$ cat src/rtl/multi_clk_divider_pkg.sv
// Shared defaults and types for the multi-channel clock divider.
// Pure declarations: no logic, no latency, no flow control.
package multi_clk_divider_pkg;

  localparam int DIV_W_DEF  = 8;
  localparam int NUM_CH_DEF = 3;

  typedef logic [DIV_W_DEF-1:0] div_t;

  // A ratio of zero parks the channel with all outputs low.
  localparam div_t DIV_DISABLED = '0;

endpackage

$ cat src/rtl/clk_div_ch.sv
// One divider channel: phase counter, shadow ratio register and registered tick/div_out.
// Outputs change one clk after the inputs; no backpressure; ratio changes land only on a period boundary.
module clk_div_ch
  import multi_clk_divider_pkg::*;
#(
  parameter int DIV_W = DIV_W_DEF
) (
  input  logic             clk,
  input  logic             rst,
  input  logic             en,
  input  logic             load,
  input  logic [DIV_W-1:0] cfg,
  input  logic             sync,
  output logic             div_out,
  output logic             tick,
  output logic             pend
);

  logic [DIV_W-1:0] cnt;
  logic [DIV_W-1:0] act_div;
  logic [DIV_W-1:0] pend_div;
  logic             pend_v;

  logic [DIV_W-1:0] nxt_pend;
  logic [DIV_W-1:0] new_act;
  logic [DIV_W-1:0] cnt_inc;
  logic [DIV_W-1:0] half;
  logic             run;
  logic             last;
  logic             commit;

  assign run      = en && (act_div != DIV_W'(DIV_DISABLED));
  assign last     = run && (cnt == act_div - 1'b1);
  assign cnt_inc  = last ? '0 : cnt + 1'b1;
  assign half     = act_div >> 1;

  // A load in the commit cycle wins over the older shadow value.
  assign nxt_pend = load ? cfg : pend_div;
  assign commit   = sync ? (load | pend_v) : (pend_v & (~run | last));
  assign new_act  = commit ? nxt_pend : act_div;

  assign pend     = pend_v;

  always_ff @(posedge clk or negedge rst) begin
    if (!rst) begin
      cnt      <= '0;
      act_div  <= '0;
      pend_div <= '0;
      pend_v   <= 1'b0;
      div_out  <= 1'b0;
      tick     <= 1'b0;
    end else begin
      pend_div <= nxt_pend;
      if (sync) begin
        act_div <= new_act;
        cnt     <= '0;
        pend_v  <= 1'b0;
        tick    <= 1'b0;
        div_out <= en && (new_act >= DIV_W'(2));
      end else if (commit) begin
        // At a wrap the old period's tick still fires; the new ratio starts at phase 0.
        act_div <= new_act;
        cnt     <= '0;
        pend_v  <= 1'b0;
        tick    <= run;
        div_out <= run && (new_act >= DIV_W'(2));
      end else if (!run) begin
        cnt     <= '0;
        pend_v  <= load;
        tick    <= 1'b0;
        div_out <= 1'b0;
      end else begin
        cnt     <= cnt_inc;
        pend_v  <= pend_v | load;
        tick    <= last;
        div_out <= (act_div >= DIV_W'(2)) && (cnt_inc < half);
      end
    end
  end

endmodule

$ cat src/rtl/multi_clk_divider.sv
// NUM_CH independent run-time programmable clock dividers sharing one clk, reset and sync.
// Outputs registered, one clk after inputs; no backpressure.
module multi_clk_divider
  import multi_clk_divider_pkg::*;
#(
  parameter int NUM_CH = NUM_CH_DEF,
  parameter int DIV_W  = DIV_W_DEF
) (
  input  logic                    clk,
  input  logic                    rst,
  input  logic [NUM_CH-1:0]       en,
  input  logic [NUM_CH-1:0]       load,
  input  logic [NUM_CH*DIV_W-1:0] div_cfg,
  input  logic                    sync,
  output logic [NUM_CH-1:0]       div_out,
  output logic [NUM_CH-1:0]       tick,
  output logic [NUM_CH-1:0]       pend
);

  for (genvar i = 0; i < NUM_CH; i++) begin : g_ch
    clk_div_ch #(
      .DIV_W(DIV_W)
    ) u_ch (
      .clk    (clk),
      .rst    (rst),
      .en     (en[i]),
      .load   (load[i]),
      .cfg    (div_cfg[i*DIV_W +: DIV_W]),
      .sync   (sync),
      .div_out(div_out[i]),
      .tick   (tick[i]),
      .pend   (pend[i])
    );
  end

endmodule
$ cat config.mk
export PLATFORM = sky130hd
export DESIGN_NAME = multi_clk_divider
export DESIGN_NICKNAME = d
export VERILOG_FILES = /design/src/rtl/multi_clk_divider_pkg.sv /design/src/rtl/clk_div_ch.sv /design/src/rtl/multi_clk_divider.sv
export SDC_FILE = /design/constraint.sdc
export NUM_CORES = 1
export LEC_CHECK = 0
export CAP_MARGIN = 15
export CORE_ASPECT_RATIO = 1.75
export CORE_MARGIN = 2
export CORE_UTILIZATION = 63
export DETAILED_ROUTE_END_ITERATION = 6
export PLACE_DENSITY = 0.86
export SLEW_MARGIN = 20
export SYNTH_ARGS = -nofsm -noshare
export SYNTH_HDL_FRONTEND = slang
export SYNTH_SLANG_ARGS = --single-unit
$ cat constraint.sdc
create_clock -name clk -period 6.05 [get_ports clk]
set_clock_uncertainty 0.15 [all_clocks]
set_input_delay 1.21 -clock clk [delete_from_list [all_inputs] [get_ports clk]]
set_output_delay 1.21 -clock clk [all_outputs]
set_load 0.02 [all_outputs]
==> results.toml <==
[outcome]
status = "finished, final reports clean"

[drt]
viasPerCell = 6.173
routed_wl_mm = 11.20
firstDrtPassIters = 4
wire_per_inst_um = 17.78
drt_first_iter_violations = 249
drc = 0
vias = 3889
ant_nets = 0

[timing]
rsz0062_at_grt = "false"
tns_ns = 0
slew_viol_final = 0
setup_viol = 0
max_slew_margin = 0.4926
timing.fmax_mhz = 224.3
tightest_slew_ns = 0.7583
hold_violations = 0
finalCritPeriodShare = 0.7370
period_minus_slack_ns = 4.459

[synthesis]
ys.warnings.count = 0
yosys.area.top_type_share = 0.4057
ys_ff_latch = 81
synth_cells = 509
syn_area_sq_um = 4996
yosysSeqAreaShare = 0.4057
synthTopCellsByArea = "dfrtp_1 41%, ha_1 7.5%, mux2_2 7.2%"
syn_avg_cell_area_sq_um = 9.815
synthFlopType = "dfrtp_1"
synth.most_common_cell = "dfrtp_1"
ys_top_cells_by_count = "81 x dfrtp_1, 43 x nor2_1, 32 x inv_1, 32 x mux2_2, 31 x nand2_1"
yosysTopAreaCell = "dfrtp_1"
yosysUniqueCellTypes = 61
synth_edf_count = 0
syn-num-nets = 572
async_reset_ff_frac = 1.000

[min_path]
whs_path_depth = 1
hp-class = "flop to flop"

[clock_network]
htree_num_levels = 3
clock_latency_ns = 0.35
tritoncts = "done"
cts_buffers = 9
cts_resized = 0
clock-sinks = 81
clockBufferDepth = 2
path_clk_slew_ns = 0.06
cts_root_buf = "clkbuf_16"
postCtsSetupBuffers = 0
holdBufCountCts = 0

[critical_path]
crit_path_frequent_cell = "ha_1"
crit_family = "simple AND/OR/NAND/NOR gates"
reg2reg_depth = 15
endpoint_kind = "flop"
path_class = "flop to flop"
critical_path.cell_chain = "inv_1 -> ha_1 -> xnor3_1 -> a32oi_1 -> or4_1 -> a211oi_2 -> nor2b_1 -> nor2_1 -> ha_1 -> o21a_1 -> o2111ai_1 -> a21oi_1 -> or3_1 -> o211a_1 -> a311oi_1"
crit_cells = 15
cp_slowest_stage_delay_ns = 0.49
arrival_ns = 4.55
cp-start-kind = "flop"
path_buf_inv = 1
r2r_slack_ns = 1.59
crit_required_ns = 6.14
path_max_fanout = 8
cp_slowest_cell = "dfrtp_1"

[floorplan]
coreArea_sq_um = 7801
initial_utilization = 0.6404
num_rows = 43
die_h_um = 121.8
io_pins = 42
die_x_um = 71.32
die_area_sq_um = 8687

[power_and_ir_drop]
finalPower_mw = 1.626
p_int_mw = 1.101
seqPwrFrac = 0.415
switching_share = 0.3224
power.switching_uw = 524.1
p_comb_frac = 0.239
ir_drop_v = 0.0002755
clockPowerShare = 0.346
leakage_nw = 2.533
p_per_area_nw_per_um2 = 285.7

[placed_design]
io_buffers = 41
dpl_cell_area_sq_um = 5358
gp_congestion = 0.9446
dp_hpwl_mm = 8.491

[global_routing]
grt_pass1_vias = 3987
grt.overflow.total = 0
top_usage_layer = "met2"
use_met2 = 0.4965
antenna_found_initial = 0
grt_usage = 0.2804
grt_max_degree = 82
grt_pass1_wl_mm = 18.73
use_met3 = 0.05459
grtUsageMet1 = 0.3000

[layout]
antennaDiodeCount = 0
stdcell_area_sq_um = 5689
fillers = 550
seqCellArea_sq_um = 2027
multi_input_area_sq_um = 2690
nets = 598
area_growth_syn_to_layout_pct = 13.87
drive_gt1_frac = 0.1259

[job]
max-cap-violations = 0
-- flip-flops by register name (all words and copies together), names as in the netlist --
signal / cells
g_ch.u_ch.tick: 3
g_ch.u_ch.cnt: 24
g_ch.u_ch.div_out: 3
g_ch.u_ch.pend: 3
g_ch.u_ch.act_div: 24
g_ch.u_ch.pend_div: 24
-- power groups by stage --
stage               Clock, mW  Combinational, mW  Sequential (mW)
finish                  0.562              0.389            0.675
global route            0.601              0.433            0.682
CTS                     0.571              0.387            0.672
detailed placement          0              0.382            0.682
global placement            0              0.368            0.677
floorplan                   0              0.295            0.651
-- cells in the final DEF, fill, tap and decap left out, types with 4 or more instances in the layout --
| cell type | n |
|---|---|
| o21a_1 | 4 |
| inv_1 | 32 |
| xor2_1 | 19 |
| and3_1 | 10 |
| nand3_1 | 14 |
| nor2_1 | 43 |
| nor3_2 | 7 |
| nand4_1 | 5 |
| nor4_1 | 7 |
| nand2_1 | 31 |
| clkbuf_16 | 9 |
| or3_1 | 6 |
| o21ai_0 | 27 |
| ha_1 | 30 |
| o2111ai_1 | 4 |
| clkdlybuf4s50_1 | 40 |
| nand2b_1 | 7 |
| mux2_2 | 32 |
| a21oi_1 | 12 |
| a21o_1 | 5 |
| and2_1 | 8 |
| xnor2_1 | 20 |
| nor3_1 | 21 |
| dfrtp_1 | 81 |
-- cell families (layout without fill, tap and decap cells) --
| family | Yosys count | after routing | share of synthesized area |
|---|---|---|---|
| XOR/XNOR | 40 | 40 | 0.07288 |
| AND/OR/NAND/NOR | 177 | 177 | 0.1881 |
| adder cells (fa/ha/maj) | 30 | 30 | 0.07513 |
| multiplexers | 35 | 35 | 0.07839 |
| flip-flops | 81 | 81 | 0.4057 |
| buffers and inverters | 59 | 90 | 0.05585 |
| AO/OA/AOI/OAI | 87 | 87 | 0.1240 |
-- metrics by stage --
stage               utilization  hold WS [ns]  setup slack [ns]  cells
floorplan                     -        0.3181             2.211    509
global placement         0.6868        0.3349             1.777    613
detailed placement       0.6868        0.3508             1.596    613
CTS                      0.7267        0.3645             1.587    629
global route             0.7293        0.3702             1.317    630
finish                   0.7293        0.3607             1.591    630
-- cell type report --
cell class,count,share of cell area
sequential,81,0.3563
timing repair buffer,42,0.07521
clock buffer,9,0.03959
tap,90,0.01979
multi-input combinational,369,0.4728
clock inverter,7,0.01517
inverter,32,0.02111
-- layer usage --
| layer | part of all wire | vias up |
|---|---|---|
| li1 | - | 1843 |
| met1 | 0.37 | 1888 |
| met2 | 0.54 | 106 |
| met3 | 0.037 | 52 |
| met4 | 0.057 | 0 |
| met5 | 0 | - |
-- path summary, 6_finish.rpt --
kind | end | from
min | g_ch[0].u_ch.pend_div[2]$_DFF_PN0_ | g_ch[0].u_ch.pend_div[2]$_DFF_PN0_
max | g_ch[2].u_ch.div_out$_DFF_PN0_ | g_ch[2].u_ch.act_div[1]$_DFFE_PN0P_
min in group asynchronous | g_ch[1].u_ch.cnt[5]$_DFF_PN0_ | rst
max in group asynchronous | g_ch[0].u_ch.pend_div[3]$_DFF_PN0_ | rst
min reg2reg | g_ch[0].u_ch.pend_div[2]$_DFF_PN0_ | g_ch[0].u_ch.pend_div[2]$_DFF_PN0_
max reg2reg | g_ch[2].u_ch.div_out$_DFF_PN0_ | g_ch[2].u_ch.act_div[1]$_DFFE_PN0P_
Note: power is estimated with default switching activity, not from simulation.
